<file path="config.mk">
export PLATFORM = sky130hd
export DESIGN_NAME = bpsk_rx_ber
export DESIGN_NICKNAME = d
export VERILOG_FILES = /design/src/rtl/bpsk_rx_ber_pkg.sv /design/src/rtl/bpsk_rx_ber_prbs9_predictor.sv /design/src/rtl/bpsk_rx_ber.sv
export SDC_FILE = /design/constraint.sdc
export NUM_CORES = 1
export LEC_CHECK = 0
export CELL_PAD_IN_SITES_DETAIL_PLACEMENT = 1
export CELL_PAD_IN_SITES_GLOBAL_PLACEMENT = 2
export CORE_ASPECT_RATIO = 1.4
export CORE_MARGIN = 2
export CORE_UTILIZATION = 30
export CTS_CLUSTER_SIZE = 25
export DETAILED_ROUTE_END_ITERATION = 8
export MAX_ROUTING_LAYER = met4
export PLACE_DENSITY_LB_ADDON = 0.1
export SKIP_CTS_REPAIR_TIMING = 1
export SLEW_MARGIN = 20
export SYNTH_ARGS = -nofsm -noshare
export SYNTH_HDL_FRONTEND = slang
export SYNTH_SLANG_ARGS = --single-unit
</file>
<file path="constraint.sdc">
create_clock -name clock -period 6.8 [get_ports clock]
set_clock_uncertainty 0.15 [all_clocks]
set_input_delay 2.04 -clock clock [delete_from_list [all_inputs] [get_ports clock]]
set_output_delay 2.04 -clock clock [all_outputs]
set_load 0.02 [all_outputs]
</file>
<file path="src/rtl/bpsk_rx_ber_pkg.sv">
// Shared definitions for the BPSK receiver BER checker: PRBS9 taps, window length,
// FSM encoding and default datapath sizing.
package bpsk_rx_ber_pkg;

  localparam int unsigned PrbsLen   = 9;
  localparam int unsigned PrbsTapHi = 8;
  localparam int unsigned PrbsTapLo = 4;
  localparam int unsigned WinLen    = 511;
  localparam int unsigned WinW      = 9;

  localparam int unsigned DefOs     = 4;
  localparam int unsigned DefNbData = 8;

  typedef enum logic [1:0] {
    StFill   = 2'd0,
    StCheck  = 2'd1,
    StLocked = 2'd2
  } state_e;

endpackage

</file>
<file path="src/rtl/bpsk_rx_ber_prbs9_predictor.sv">
// PRBS9 reference register: loads received bits while filling, otherwise free-runs on its own
// prediction. s[0] is the newest bit.
module prbs9_predictor
  import bpsk_rx_ber_pkg::*;
(
  input  logic clk_i,
  input  logic rst_ni,
  input  logic en_i,
  input  logic load_i,
  input  logic rx_bit_i,
  output logic p_o,
  output logic zero_next_o
);

  logic [PrbsLen-1:0] s_q, s_d;

  always_comb begin
    p_o         = s_q[PrbsTapHi] ^ s_q[PrbsTapLo];
    // Loading rx now would leave an all-zero register, which can never predict anything useful.
    zero_next_o = ({s_q[PrbsLen-2:0], rx_bit_i} == '0);
    s_d         = s_q;
    if (en_i) begin
      s_d = {s_q[PrbsLen-2:0], load_i ? rx_bit_i : p_o};
    end
  end

  always_ff @(posedge clk_i) begin
    if (!rst_ni) begin
      s_q <= '0;
    end else begin
      s_q <= s_d;
    end
  end

endmodule

</file>
<file path="src/rtl/bpsk_rx_ber.sv">
// BPSK hard-decision receiver with PRBS9 lock detection and saturating bit/error counters.
module bpsk_rx_ber
  import bpsk_rx_ber_pkg::*;
#(
  parameter int unsigned OS      = DefOs,
  parameter int unsigned NB_DATA = DefNbData,
  parameter int unsigned NB_CNT  = 32,
  parameter int unsigned ERR_TH  = 8
) (
  input  logic              clock,
  input  logic              i_reset,
  input  logic              i_enable,
  input  logic [NB_DATA-1:0] i_data,
  input  logic [1:0]        i_phase,
  output logic              o_locked,
  output logic              o_ber_zero,
  output logic [NB_CNT-1:0] o_bit_count,
  output logic [NB_CNT-1:0] o_err_count
);

  localparam int unsigned PhW = (OS > 1) ? $clog2(OS) : 1;

  logic [PhW-1:0]    ph_q, ph_d;
  logic [1:0]        phase_q, phase_d;
  state_e            state_q, state_d;
  logic [3:0]        fill_q, fill_d;
  logic [WinW-1:0]   win_q, win_d, werr_q, werr_d, werr_inc;
  logic [NB_CNT-1:0] bit_q, bit_d, err_q, err_d;
  logic              locked_q, locked_d, ber_zero_q, ber_zero_d;

  logic strobe, phase_chg, rx_bit, pred_bit, mismatch, zero_next, win_end;
  logic unused_data;

  assign unused_data = ^i_data[NB_DATA-2:0];
  assign rx_bit      = ~i_data[NB_DATA-1];
  assign strobe      = i_enable && (32'(ph_q) == 32'(i_phase));
  assign phase_chg   = i_enable && (i_phase != phase_q) && (state_q != StFill);
  assign mismatch    = rx_bit ^ pred_bit;
  assign werr_inc    = werr_q + WinW'(mismatch);
  assign win_end     = (32'(win_q) == WinLen - 1);

  prbs9_predictor u_pred (
    .clk_i       (clock),
    .rst_ni      (i_reset),
    .en_i        (strobe && !phase_chg),
    .load_i      (state_q == StFill),
    .rx_bit_i    (rx_bit),
    .p_o         (pred_bit),
    .zero_next_o (zero_next)
  );

  always_comb begin
    ph_d     = ph_q;
    phase_d  = phase_q;
    state_d  = state_q;
    fill_d   = fill_q;
    win_d    = win_q;
    werr_d   = werr_q;
    bit_d    = bit_q;
    err_d    = err_q;
    locked_d = locked_q;

    if (i_enable) begin
      ph_d    = (32'(ph_q) == OS - 1) ? '0 : ph_q + PhW'(1);
      phase_d = i_phase;
    end

    // A phase move invalidates the alignment; totals survive so the host can still read them.
    if (phase_chg) begin
      state_d  = StFill;
      fill_d   = '0;
      win_d    = '0;
      werr_d   = '0;
      locked_d = 1'b0;
    end else if (strobe) begin
      unique case (state_q)
        StFill: begin
          if (32'(fill_q) == PrbsLen - 1) begin
            fill_d  = '0;
            win_d   = '0;
            werr_d  = '0;
            state_d = zero_next ? StFill : StCheck;
          end else begin
            fill_d = fill_q + 4'd1;
          end
        end
        StCheck: begin
          win_d  = win_q + WinW'(1);
          werr_d = werr_inc;
          if (win_end) begin
            win_d  = '0;
            werr_d = '0;
            if (32'(werr_inc) <= ERR_TH) begin
              state_d  = StLocked;
              bit_d    = '0;
              err_d    = '0;
              locked_d = 1'b1;
            end else begin
              state_d = StFill;
            end
          end
        end
        StLocked: begin
          bit_d  = (bit_q == '1) ? bit_q : bit_q + NB_CNT'(1);
          win_d  = win_q + WinW'(1);
          werr_d = werr_inc;
          if (mismatch && (err_q != '1)) begin
            err_d = err_q + NB_CNT'(1);
          end
          if (win_end) begin
            win_d  = '0;
            werr_d = '0;
            if (32'(werr_inc) > ERR_TH) begin
              state_d  = StFill;
              locked_d = 1'b0;
            end
          end
        end
        default: state_d = StFill;
      endcase
    end

    ber_zero_d = locked_d && (err_d == '0);
  end

  always_ff @(posedge clock) begin
    if (!i_reset) begin
      ph_q       <= '0;
      phase_q    <= '0;
      state_q    <= StFill;
      fill_q     <= '0;
      win_q      <= '0;
      werr_q     <= '0;
      bit_q      <= '0;
      err_q      <= '0;
      locked_q   <= 1'b0;
      ber_zero_q <= 1'b0;
    end else begin
      ph_q       <= ph_d;
      phase_q    <= phase_d;
      state_q    <= state_d;
      fill_q     <= fill_d;
      win_q      <= win_d;
      werr_q     <= werr_d;
      bit_q      <= bit_d;
      err_q      <= err_d;
      locked_q   <= locked_d;
      ber_zero_q <= ber_zero_d;
    end
  end

  assign o_locked    = locked_q;
  assign o_ber_zero  = ber_zero_q;
  assign o_bit_count = bit_q;
  assign o_err_count = err_q;

endmodule

</file>
==> results, run 1 <==
- At the worst endpoint, the required time is 6.90 ns.
- The count of endpoints failing setup in the final report is 0.
- Yosys mapped a number of flops with a built-in enable equal to 0.
- The number of different library cells used by synthesis comes to 68.
- TritonCTS built the clock tree.
- In the synthesized netlist the dominant register cell turns out to be sky130_fd_sc_hd__dfxtp_1.
- The setup TNS is 0 ns.
- The startpoint class of the critical path is a primary input.
- The floorplan step defined a die boundary enclosing 21000 um2.
- The maximum ir drop on the vdd rail is 0.107 mV.
- Based on the critical path, the design can be clocked at up to 167 MHz.
- The clock transition at the registers of the reported paths is roughly 0.07 ns.
- The data arrival time of the worst path is 6.10 ns.
- The first-pass iteration count of the detailed router is 4.
- The final worst setup slack is 0.796 ns.
- For this run, asynchronously set or reset flops after synthesis account for 0%.
- The repair_antennas step left the layout with diodes totalling 0.
- The total standard cell area after synthesis is 5960 um2.
- For the pin with the worst max-slew slack, the measured transition is between 0.9 and 1 ns.
- The tool flagged a number of max-cap violations equal to 0.
- The count of nets left with antenna violations once routing finished came out at 0.
- The number of top-level pins is 79.
- Summing the areas of all xor and xnor instances in the mapped netlist gives under 10% of the synthesized area.
- Power comes to 1.20 mW.
- The core region is 19700 um2.
- In the routed layout, each cell is associated on average with a via count of 5.58.
- No sink is reached through more buffers than the 2 on the longest clock path.
- The final hold violation count is 0.
- The first routing iteration left 213 violations.
- The total routing usage reported by global routing is 20.8%.
- In this run the number of H-tree levels came out at 3.
- The maximum number of pins on one net before global-route repair is 34.
- The wire length reported by the detailed router is 20700 um.
- The average wire per cell in the routed design is ~19 um.
- The number of flip-flops and latches in the synthesized netlist is 103.
- The area growth from synthesis to layout is 20.6%.
- The number of nets in the layout is 831.
- Summed over all cells, the static leakage comes to 2.24 nW.
- After detailed routing, the number of remaining DRC violations is 0.
- Before CTS, the worst setup slack after placement is 0.463 ns.
- STA classifies the critical path endpoint as a register.
- The number of antenna violations at the first check in global routing is 0.
- The clock root buffer is sky130_fd_sc_hd__clkbuf_16.
- Of all nets on the critical path, the largest fanout is 5.
- Of the total synthesized cell area, the portion taken by full adders, half adders and majority gates is 2.52%.
- The final clock period utilization by the worst path is 88.3%.
- The critical path is of the in2reg type.
- Routability-driven placement finished with a final weighted congestion of 0.843.
- Setup repair after global routing left no endpoint under its margin.
- The global-route wire length before repair is approximately 33000 um.
- The number of max-slew violations in the final report is 0.
- The number of global-route vias before repair is 6198.
- The TritonCTS buffer count is 9.
- The synthesized netlist devotes 20.1% of its cell area to compound gates.
- Counting every sink on the clock net gives about 100.
- The share of final-layout standard cells stronger than drive strength 1 is 5.18%.
- In this run the tool buffered the top-level ports with 71 buffer cells.
- The gate count after technology mapping is 758.
- Dividing total power by cell area gives a power density of between 150 and 200 nW/um2.
- The area after detailed placement is around 6900 um2.
- The later pin in the worst-skew pair is clocked with a latency of between 0.3 and 0.4 ns.
- After legalization and detailed placement, the total HPWL measured 14900 um.
- The Yosys step of the flow raised 0 warnings.
- Global routing finished with a remaining overflow of 0.
- The floorplan step set the die height to 171 um.
- The floorplan step set the die width to approximately 120 um.
- The tightest slew margin relative to the limit is 34.6%.
- The post-route standard cell area excluding fillers is 7180 um2.
- The number of nets produced by synthesis is 783.
- After synthesis, the largest family of logic cells by area is simple AND/OR/NAND/NOR gates.
- Detailed routing inserted a total of 5936 vias.
- The total number of placement rows is 61.
- The initial core utilization is a little under a third.
- The flow ran to the end, and the final reports show no timing, DRC or antenna violations.
- The synthesized area per cell is 7.86 um2.
- The worst hold-check path type is reg2reg.
- For the finished layout, the period the worst path requires is roughly 6.0 ns.
- The area share of and/or/nand/nor cells after synthesis is 29.8%.
- In the synthesized netlist, mux cells make up between 2 and 3% of the area.
- Of the synthesized area, sequential elements account for around a third.
cell families (layout without fill, tap and decap cells):
logic type | count (synthesis) | count (layout)
compound gates | 179 | 179
flops | 103 | 103
mux | 16 | 16
simple gates | 340 | 340
fa+ha+maj | 12 | 12
buf+inv | 73 | 126
xor+xnor | 35 | 35
cell type report:
type	instances	area (um2)
multi-input cells	582	3600
inverters	28	105
repair buffers	82	793
fillers	2385	12500
clock inverters	6	75.1
clock buffers	10	229
well taps	252	315
flip-flops and latches	103	2060
sequential cells by signal, indices dropped and copies added, names as in the netlist:
signal	flops
state_q	2
win_q	9
phase_q	2
u_pred.s_q	9
o_bit_count	32
o_err_count	32
o_locked	1
werr_q	9
fill_q	4
o_ber_zero	1
ph_q	2
placed cells by master, fill, tap and decap left out, drive strengths merged, types with 20 or more instances in the layout:
master and instances:
clkdlybuf4s50 71, a21oi 51, o21ai 42, nand2 52, nand3 31, nand4 29
nor3 31, inv 30, xnor2 23, nor4 20, nor2 94, dfxtp 103
routing by layer:
metal  part of all wire [%]  up-vias  GRT usage [%]
met4                    2.0        0           6.92
met2                     52       84           36.8
li1                       -     2889              -
met1                     44     2941           24.7
met3                    2.5       22           1.73
met5                      0        -              -
per-stage QoR:
stage	hold WS [ns]	util, %	instances
after floorplan	0.299	-	758
after global placement	0.310	34.9	1047
after detailed placement	0.335	34.9	1047
after CTS	0.345	36.5	1063
after global routing	0.370	36.5	1063
final	0.341	36.5	1063
synth_stat cells, drive strengths merged, types with 3 or more instances:
master / instances / area share, %
a2111oi: 3 / 0.86
a211oi: 12 / 1.5
a21boi: 3 / 0.38
a21o: 3 / 0.38
a21oi: 51 / 4.3
a22oi: 3 / 0.38
a311oi: 3 / 0.44
a31oi: 12 / 1.4
a41oi: 9 / 1.3
and2: 19 / 2.0
and3: 11 / 1.2
and4: 11 / 1.6
buf: 9 / 0.88
clkbuf: 36 / 2.3
dfxtp: 103 / 35
ha: 12 / 2.5
inv: 27 / 1.7
mux2i: 16 / 2.7
nand2: 52 / 3.3
nand3: 31 / 2.6
nand4: 29 / 3.0
nand4b: 5 / 0.74
nor2: 94 / 5.9
nor2b: 3 / 0.32
nor3: 31 / 2.8
nor4: 20 / 2.3
o211ai: 5 / 0.63
o21a: 4 / 0.50
o21ai: 42 / 3.5
o31ai: 3 / 0.38
o41ai: 4 / 0.71
or2: 3 / 0.32
or3: 16 / 1.7
or4: 9 / 1.3
xnor2: 23 / 3.4
xor2: 11 / 1.6
worst paths after layout:
path / slack [ns] / cells past startpoint / endpoint / start
min: 0.34 / 2 / state_q[1] / state_q[1]
max: 0.80 / 13 / o_ber_zero / i_data[7]
min reg2reg: 0.34 / 2 / state_q[1] / state_q[1]
max reg2reg: 2.40 / 12 / o_ber_zero / u_pred.s_q[4]
worst max-delay path: stages:
cell	delay [ns]
sky130_fd_sc_hd__clkdlybuf4s50_1	0.53
sky130_fd_sc_hd__xor3_2	0.30
sky130_fd_sc_hd__inv_1	0.11
sky130_fd_sc_hd__ha_1	0.20
sky130_fd_sc_hd__ha_1	0.25
sky130_fd_sc_hd__or2_2	0.33
sky130_fd_sc_hd__a2111oi_4	0.30
sky130_fd_sc_hd__nor3_2	0.12
sky130_fd_sc_hd__o41a_1	0.53
sky130_fd_sc_hd__or3_1	0.45
sky130_fd_sc_hd__a2111oi_2	0.42
sky130_fd_sc_hd__nand4_1	0.16
sky130_fd_sc_hd__nor4_2	0.36
power by group:
group	leakage [nW]	internal, mW	switching, mW
sequential	0.830	0.605	0.00271
combinational	1.26	0.0143	0.0264
clock	0.146	0.292	0.257
total	2.24	0.912	0.286
(Power assumes the default switching activity.)
==> run 2, diff against run 1 <==
--- a/config.mk
+++ b/config.mk
@@ -5,6 +5,7 @@
 export SDC_FILE = /design/constraint.sdc
 export NUM_CORES = 1
 export LEC_CHECK = 0
+export CAP_MARGIN = 40
 export CELL_PAD_IN_SITES_DETAIL_PLACEMENT = 1
 export CELL_PAD_IN_SITES_GLOBAL_PLACEMENT = 2
 export CORE_ASPECT_RATIO = 1.4
@@ -18,4 +19,5 @@
 export SLEW_MARGIN = 20
 export SYNTH_ARGS = -nofsm -noshare
 export SYNTH_HDL_FRONTEND = slang
+export SYNTH_HIERARCHICAL = 1
 export SYNTH_SLANG_ARGS = --single-unit
==> run 2 against run 1 <==
  * Sequential cell count is the same
  * Synthesized area shrank 5.8%
  * Cell count fell by 5.9%
  * Setup slack got worse by 0.077 ns
  * Global-route usage fell by 1.8 points
  * Via count fell by 11%
  * Largest cell class unchanged
  * Largest power group unchanged
==> results, run 2 <==
- The total routing usage reported by global routing is 19.0%.
- The core outline area is 18500 um2.
- For this run, asynchronously set or reset flops after synthesis account for 0%.
- Setup repair after global routing left no endpoint under its margin.
- The share of final-layout standard cells stronger than drive strength 1 is 5.95%.
- The floorplan die area is 19800 um2.
- On the worst path, the slowest cell contributes a delay of 0.56 ns.
- The area after detailed placement is 6560 um2.
- The clock root buffer is sky130_fd_sc_hd__clkbuf_16.
- The TritonCTS buffer count is 9.
- TritonCTS built the clock tree.
- The final hold violation count is 0.
- The die span in y is approximately 170 um.
- The worst pin sits at a relative slew slack of 49.9%.
- The count of endpoints failing setup in the final report is 0.
- The cell with the most instances after synthesis is sky130_fd_sc_hd__nor2_1.
- After clock tree synthesis, the clock-pin slew on the worst setup and hold paths is about 0.07 ns.
- After synthesis, the largest area contributor takes up around 37% of total cell area.
- The maximum fanout along the worst path is 17.
- The antenna diode count is 0.
- The initial core utilization is 30.4%.
- The share of the Yosys chip area taken by registers is a little under two fifths.
- In this run, synthesis produced a sequential element count of 103.
- The total global routing overflow is 0.
- At the worst endpoint, the required time is around 6.9 ns.
- The data arrival time of the worst path is a little over 6 ns.
- The wire length reported by the detailed router is approximately 18000 um.
- Port buffering added 71 buffers.
- After detailed placement, the design holds a cell count of 984.
- The maximum clock path buffer count is 2.
- The highest achievable clock rate is 164 MHz.
- In this run the horizontal extent of the chip is ~120 um.
- The number of global-route vias before repair is 5628.
- The clock reaches the later pin of the worst-skew pair after 0.35 ns.
- STA classifies the critical path endpoint as a register.
- The family with the most delay on the worst path is simple AND/OR/NAND/NOR gates.
- After legalization and detailed placement, the total HPWL measured between 10000 and 15000 um.
- Fill cells in the final layout number about 2200.
- The clock period could shrink to 6.08 ns.
- From synthesis to final layout, the design area changed by 22.1%.
- Synthesis instantiated 66 different standard cells from the library.
- By count the netlist is led by sky130_fd_sc_hd__nor2_1, sky130_fd_sc_hd__dfxtp_1, sky130_fd_sc_hd__nand2_1.
- The maximum ir drop on the vdd rail is ~0.13 mV.
- The total number of placement rows is 59.
- Across the run, the number of max-cap violations was 0.
- Leaving out fill and tap cells, the most frequent cells in the layout are sky130_fd_sc_hd__nor2_1, sky130_fd_sc_hd__dfxtp_1, sky130_fd_sc_hd__clkdlybuf4s50_1, sky130_fd_sc_hd__nand2_1.
- The number of antenna violations at the first check in global routing is 0.
- The final clock period utilization by the worst path is 89.4%.
- The run finished with clean final reports.
- Walking the worst path, the cells encountered are clkdlybuf4s50_1 -> xnor2_1 -> ha_1 -> ha_1 -> or2_2 -> a2111oi_2 -> nor3_1 -> o41ai_4 -> nand2_2 -> a211oi_1 -> nand4_1 -> or4_1 -> nor4_2.
- The synthesized netlist occupies a cell area of 5610 um2.
- Among all flip-flop cells after synthesis, the most frequent one is sky130_fd_sc_hd__dfxtp_1.
- Pin placement for this block handled 79 I/O pins.
- Entering global routing, the biggest net connects 37 pins.
- The number of max-slew violations in the final report is 0.
- The detail route stage leaves a number of antenna-violating nets equal to 0.
- The path class of the tightest hold or removal check is reg2reg.
- By startpoint and endpoint, the worst setup path is classified as in2reg.
- For this design, the slowest cell found on the critical path is sky130_fd_sc_hd__or4_1.
- The congestion estimate from routability-driven global placement came to 0.803.
- The first global-routing pass estimated between 20000 and 30000 um of wire.
- After detailed routing, the number of remaining DRC violations is 0.
- The total chip power is 1.17 mW.
- The largest total area in the synthesized netlist belongs to sky130_fd_sc_hd__dfxtp_1.
- The H-tree level count is 3.
- Dividing the detail-routed via count by the number of cells gives 5.30.
- In this design, the critical path's most frequently occurring cell is sky130_fd_sc_hd__ha_1.
- Power spread over the standard cell area amounts to ~170 nW/um2.
- The average wire per cell in the routed design is 17.7 um.
- The clock sink total is 103.
- The net count of the finished layout is 777.
- The DRC violation total after the first TritonRoute iteration is between 200 and 300.
- Before antenna repair, the detailed router went through 4 iterations.
- The number of buffers and inverters on the critical path is 1.
- The most frequent standard cell in the layout excluding fill and tap cells is sky130_fd_sc_hd__nor2_1.
- The number of flops mapped to enable cells by yosys is 0.
- The number of nets produced by synthesis is 720.
- The final route contains 5296 vias.
- For this design the static power due to leakage is approximately 2.4 nW.
- Yosys attributes the largest share of cell area to sky130_fd_sc_hd__dfxtp_1, sky130_fd_sc_hd__nor2_1, sky130_fd_sc_hd__xor2_1.
- For this run, the number of Yosys warnings is 6.
- The finished cells cover 6850 um2.
- In this run the mean area of a mapped cell was a little over 8 um2.
- Summed over all failing endpoints, the final setup total negative slack is 0 ns.
- Counting every instance in the synthesized netlist gives between 600 and 700.
- The pin slew with the least headroom to its limit is 0.746 ns.
- STA classifies the critical path startpoint as a primary input.
- Once layout is complete, the cells apart from fillers number 1000.
==> run 2: cell types whose count changed after synthesis, moves of 11 or more <==
cell / delta
sky130_fd_sc_hd__a21oi_1: -24
sky130_fd_sc_hd__nor2_1: +11
sky130_fd_sc_hd__o21ai_0: -17
sky130_fd_sc_hd__xnor2_1: -11
sky130_fd_sc_hd__or3_1: -11
sky130_fd_sc_hd__xor2_1: +24
==> run 2: layout make-up <==
class | instances | area (um2) | share of cell area [%]
tap | 244 | 305 | 4.46
multi-input combinational | 535 | 3320 | 48.4
timing repair buffer | 83 | 808 | 11.8
clock inverter | 3 | 45.0 | 0.657
clock buffer | 12 | 236 | 3.45
inverter | 20 | 75.1 | 1.10
sequential | 103 | 2060 | 30.1
==> run 2: per-layer routing <==
metal | vias to the layer above | GRT usage, % | routed length [um]
met1 | 2598 | 23.5 | 8080
met4 | 0 | 5.58 | 223
met3 | 11 | 3.74 | 698
li1 | 2601 | - | -
met5 | - | - | 0
met2 | 86 | 31.4 | 8750
==> run 2: per-stage QoR <==
step / worst slack [ns] / util (%) / hold slack (ns)
after floorplan: 1.13 / - / 0.308
after global placement: 0.306 / 35.5 / 0.321
after detailed placement: 0.245 / 35.5 / 0.338
after CTS: 0.615 / 37.0 / 0.349
after global routing: 0.410 / 37.1 / 0.374
final: 0.719 / 37.1 / 0.344
==> run 2: logic make-up (layout without fill, tap and decap cells) <==
logic type,Yosys count,after routing,synth area share [%]
AOI/OAI and AO/OA,125,125,15.6
xor gates and xnor gates,47,47,7.33
buffers and inverters,57,118,4.19
and+or+nand+nor,336,336,30.8
muxes,15,15,2.67
DFF,103,103,36.7
adders and majority gates,12,12,2.67
==> run 2: report_power, final <==
| part | internal [mW] | leakage (nW) | switching (mW) |
|---|---|---|---|
| sequential | 0.606 | 0.830 | 0.00277 |
| combinational | 0.0160 | 1.40 | 0.0254 |
| clock | 0.284 | 0.129 | 0.234 |
| total | 0.906 | 2.36 | 0.262 |
==> run 2: path summary, 6_finish.rpt <==
check	slack, ns	end	cells after the start	start
worst max register to register	2.30	o_ber_zero	13	u_pred/s_q[4]
worst max-delay path	0.72	o_ber_zero	13	i_data[7]
worst min register to register	0.34	win_q[8]	2	win_q[8]
worst min-delay path	0.34	win_q[8]	2	win_q[8]
==> run 2: worst min-delay path, stage by stage (launching register included) <==
cell,delay (ns)
sky130_fd_sc_hd__dfxtp_1,0.32
sky130_fd_sc_hd__o21ai_0,0.07
sky130_fd_sc_hd__a21oi_1,0.06
==> RTL change 1: new RTL, flow settings as in run 1 <==
Change the parameter `NB_CNT` from 32 to 16.
--- a/src/rtl/bpsk_rx_ber.sv
+++ b/src/rtl/bpsk_rx_ber.sv
@@ -6,3 +6,3 @@
   parameter int unsigned NB_DATA = DefNbData,
-  parameter int unsigned NB_CNT  = 32,
+  parameter int unsigned NB_CNT  = 16,
   parameter int unsigned ERR_TH  = 8
Ports: changed (resized o_bit_count and o_err_count); port bits go from 79 to 47. The function was not compared with the original's and may differ.
==> RTL change 1 against run 1 <==
Non-clock buffer count shrank 38. Register-to-register slack better by 0.37 ns. Cell area shrank 31%. Sequential cell count down 32. Area after synthesis shrank 31%. Routed wire length down 42%. Power shrank 19%. Worst setup slack better by 0.32 ns. Largest cell class unchanged.
==> RTL change 1: results (changes against run 1) <==
| Metric | Value |
|---|---|
| Critical Path Fanout Max | `7 (+2)` |
| Post-DP HPWL | `8.64 mm (-42%)` |
| Via density | `5.20 (-6.8%)` |
| Dpl ws | `0.730 ns (+0.267 ns)` |
| Cells after Synth | `504 (-34%)` |
| Largest net degree at the start of global routing | `32 (-5.9%)` |
| Nets | `558 (-33%)` |
| Netlist cell types | `60 (-12%)` |
| Placed insts | `704 (-33%)` |
| Slew headroom | `33.6% (-1.1 points)` |
| First-pass GRT wire length | `20.1 mm (-40%)` |
| Sequential fraction of the synthesis area | `34.8% (+0.20 points)` |
| Total Wirelength | `12.0 mm (-42%)` |
| Hold path start | `win_q[7]` |
| Layout cell share with drive strength beyond 1 | `6.33% (+1.2 points)` |
| First DRT Iteration DRCs | `126 (-41%)` |
| Routed WL per cell | `16.7 um (-14%)` |
| VDD IR max | `0.0896 mV (-16%)` |
| Worst hold path depth | `1 (-1)` |
| Status | `finished, final reports clean` |
| Vias in the first global route | `3940 (-36%)` |
| Worst-skew pair later-pin latency | `0.33 ns (-0.03 ns)` |
| Fin Hold WS | `0.336 ns (-0.00461 ns)` |
| Leakage | `0.00170 uW (-24%)` |
| Number of fill cells | `1608 (-33%)` |
| Flop-to-flop setup slack | `2.77 ns (+0.37 ns)` |
| Top cells by area, synth | `dfxtp_1 35%, nor2_1 5.8%, mux2i_1 4.2%, nor2b_1 3.8%, ha_1 3.7%` |
| I/O Buffers | `39 (-45%)` |
| Critical path arrival | `5.80 ns (-0.30 ns)` |
[RTL change 1: cell types whose count changed in the layout (fill, tap and decap cells not counted), sizes merged, moves of 10 or more]
cell           before  now
a211oi             12    1
a21oi              51   24
and2               19    6
clkdlybuf4s50      71   39
dfxtp             103   71
inv                30   10
nand2              52   38
nand3              31   21
nor2               94   63
nor2b               3   25
nor4               20    4
o21ai              42   19
or3                16    4
[RTL change 1: final cells by class]
cell class,count,share of cell area (%)
Timing Repair Buffer,44,8.69
Sequential cell,71,28.9
Tap cell,182,4.62
Inverter,10,0.762
Multi-Input combinational cell,397,50.7
Clock buffer,9,4.57
Clock inverter,6,1.75
[RTL change 1: per-layer routing]
layer	track usage [%]	wire length (um)
met2	32.3	6460
met3	2.36	207
met5	-	0
met4	5.05	133
met1	20.8	5170
[RTL change 1: how the worst max path moves through the flow]
stage          depth (start not counted)       from              end  slack, ns
2_1_floorplan                         12  i_data[7]  o_bit_count[10]       1.77
3_3_place_gp                          12  i_data[7]       o_ber_zero       0.80
3_5_place_dp                          12  i_data[7]       o_ber_zero       0.73
4_1_cts                               12  i_data[7]       o_ber_zero       1.07
5_1_grt                               12  i_data[7]       o_ber_zero       0.80
6_report                              12  i_data[7]       o_ber_zero       1.12
[RTL change 1: logic make-up (layout without fill, tap and decap cells)]
family	Yosys count	in the layout	share of synthesized area, %
simple gates	241	241	30.2
compound gates	94	94	15.5
flops	71	71	34.8
buf+inv	36	69	3.98
xor+xnor	30	30	6.83
mux	20	20	5.00
fa+ha+maj	12	12	3.68
[RTL change 1: through the flow]
stage                     cell area, sq um  utilization, %
final                                 4920            37.0
after global routing                  4920            37.0
after CTS                             4920            37.0
after detailed placement              4610            34.6
after global placement                4610            34.6
after floorplan                       4080               -
[RTL change 1: report_power, final]
part / internal, uW / switching [uW]
combinational: 15.2 / 21.3
sequential: 419 / 2.55
clock: 319 / 191
[RTL change 1: worst max-delay path, cell delays in order]
cell and delay, ns:
clkdlybuf4s50_1 0.53, xor3_2 0.37, inv_1 0.23, ha_1 0.24
ha_1 0.34, nand4_1 0.13, or3_1 0.32, a31oi_1 0.39
a21bo_2 0.27, nand2_1 0.21, a2111oi_0 0.46, and4b_1 0.26
==> RTL change 2: new RTL, config.mk and constraints of run 1 <==
Made on the original files. Remove the register `ber_zero_q`: a continuous assignment takes its place, so the output `o_ber_zero` follows one clock earlier.
--- a/src/rtl/bpsk_rx_ber.sv
+++ b/src/rtl/bpsk_rx_ber.sv
@@ -136,3 +136,2 @@
       locked_q   <= 1'b0;
-      ber_zero_q <= 1'b0;
     end else begin
@@ -147,5 +146,6 @@
       locked_q   <= locked_d;
-      ber_zero_q <= ber_zero_d;
     end
   end
+
+  assign ber_zero_q = ber_zero_d;
 
Behaviour: no difference found for any inputs over 10 cycles, from zero or initial values and one cycle with i_reset low; that may be too few to reach the edited logic, so the function may still have changed.
==> RTL change 2 against run 1 <==
The run now ends with negative setup slack left. Critical endpoint is now o_ber_zero. Power fell by 2.7%. First-iteration DRC count rose by 24%. Cell area rose by 7.4%. Routed wire length fell by 2.2%. Sequential cell count fell by 1. Largest power group unchanged. Worst setup slack got worse by 1.6 ns. Maximum frequency fell by 21%. Largest cell class unchanged. Area after synthesis fell by 2.9%. Cell count rose by 4.7%. Clock power fell by 5.6%.
==> RTL change 2: results (changes against run 1) <==
| Metric | Value |
|---|---|
| Worst-skew pair later-pin latency | `0.36 ns (about the same)` |
| Leakage | `0.00274 uW (+23%)` |
| Top Family by Delay on Critical Path | `compound AO/OA/AOI/OAI gates` |
| YS warnings | `0 (unchanged)` |
| Cells after Synth | `728 (-4.0%)` |
| GRT Util Overall | `21.1% (+0.29 points)` |
| Initial antenna violation count | `0 (unchanged)` |
| Clk buf depth | `2 (unchanged)` |
| Final setup violation count | `1 (+1)` |
| Slew headroom | `48.0% (+13 points)` |
| Vias in the first global route | `6233 (+0.56%)` |
| Htree depth | `3 (unchanged)` |
| Sink of the worst hold path | `win_q[8]` |
| # diodes | `0 (unchanged)` |
| R2r worst-path depth | `13 (+1)` |
| I/O Buffers | `71 (unchanged)` |
| Top cells by area, synth | `dfxtp_1 35%, nor2_1 6.7%, nand2_1 4.5%, a21oi_1 3.4%, nand3_1 3.4%` |
| CTS root buffer | `clkbuf_16` |
| Failing checks | `negative setup slack` |
| Worst hold path depth | `2 (unchanged)` |
| Via density | `5.31 (-4.9%)` |
| Hold path start | `win_q[8]` |
| Detailed Routing Iterations Pass 1 | `4 (unchanged)` |
| Syn Nets | `753 (-3.8%)` |
| Fin Hold WS | `0.344 ns (+0.00301 ns)` |
| Total Wirelength | `20.2 mm (-2.2%)` |
| First-pass GRT wire length | `33.0 mm (-0.89%)` |
| Detail Route Antenna Nets | `0 (unchanged)` |
| Post-DP HPWL | `15.4 mm (+3.7%)` |
| Crit-path max cell delay | `0.39 ns (-0.14 ns)` |
| Routed WL per cell | `18.2 um (-6.6%)` |
| First DRT Iteration DRCs | `264 (+24%)` |
| Async set or reset register ratio after synthesis | `0% (unchanged)` |
| Layout cell share with drive strength beyond 1 | `16.5% (+11 points)` |
| Dpl cell area | `0.00735 sq mm (+6.8%)` |
| Sequential fraction of the synthesis area | `35.3% (+0.67 points)` |
| Worst Setup Slack, final | `-0.774 ns (-1.57 ns)` |
| Post-synth top cells | `103 x nor2_1, 102 x dfxtp_1, 70 x nand2_1` |
| Worst r2r dst | `o_bit_count[14]` |
| Largest net degree at the start of global routing | `33 (-2.9%)` |
| Critical-path top delay cell | `a2111oi_4` |
| Number of fill cells | `2326 (-2.5%)` |
| Nets | `886 (+6.6%)` |
| VDD IR max | `0.0956 mV (-11%)` |
| Flop-to-flop setup slack | `2.80 ns (+0.40 ns)` |
| Fin Setup TNS | `-0.774 ns (-0.774 ns)` |
| Placed insts | `1097 (+4.8%)` |
| Hold Path Class | `reg2reg` |
| Status | `complete, but fails checks` |
| Critical Path Fanout Max | `8 (+3)` |
| Top_reg_cell synth | `dfxtp_1` |
| Critical path arrival | `5.38 ns (-0.72 ns)` |
| Gpl congestion | `0.866 (+2.7%)` |
| Netlist cell types | `73 (+7.4%)` |
| Worst-path clk slew | `0.07 ns (about the same)` |
| Net Switching | `294 uW (+2.7%)` |
==> RTL change 2: worst min-delay path, cell delays in order, from the launching register on <==
cell	delay, ns
dfxtp_1	0.32
o21ai_0	0.07
a21oi_1	0.06
==> RTL change 2: worst max path at each step <==
stage                     startpoint  slack, ns    endpoint  depth (start not counted)
after global placement     i_data[7]      -1.63  o_ber_zero                         15
final                      i_data[7]      -0.77  o_ber_zero                         15
after floorplan            i_data[7]      -0.07  o_ber_zero                         13
after CTS                  i_data[7]      -1.69  o_ber_zero                         15
after detailed placement   i_data[7]      -1.69  o_ber_zero                         15
after global routing       i_data[7]      -0.94  o_ber_zero                         15
==> RTL change 2: cell families after synthesis <==
logic type | after synthesis | synth area share (%)
AOI/OAI and AO/OA | 144 | 16.5
xor gates and xnor gates | 37 | 5.86
adders and majority gates | 12 | 2.59
DFF | 102 | 35.3
buffers and inverters | 54 | 3.87
and+or+nand+nor | 363 | 33.1
muxes | 16 | 2.81
==> RTL change 2: final cells by class <==
type | count | area share, %
Tap cell | 248 | 4.02
Multi-Input combinational cell | 572 | 47.2
Inverter | 20 | 0.973
Sequential cell | 102 | 26.5
Clock inverter | 6 | 0.730
Timing Repair Buffer | 156 | 17.7
Clock buffer | 9 | 2.92
==> RTL change 2: per-stage QoR <==
stage                     util [%]  setup WS [ns]
after CTS                     40.0          -1.69
after global routing          40.5         -0.936
after floorplan                  -        -0.0663
after detailed placement      38.5          -1.69
final                         40.5         -0.774
after global placement        38.5          -1.63
==> RTL change 2: layer usage <==
layer | GRT usage, % | wire (um) | vias to the layer above
li1 | - | - | 2894
met1 | 23.7 | 8380 | 2907
met2 | 37.9 | 10900 | 83
met3 | 2.71 | 437 | 29
met4 | 7.90 | 521 | 0
met5 | - | 0 | -
==> RTL change 2: power groups by stage <==
stage	Combinational, uW	Sequential (uW)	Clock [uW]
finish	46.0	602	518
global route	51.0	602	562
CTS	46.7	602	541
detailed placement	46.1	616	0
global placement	44.9	616	0
floorplan	26.4	616	0
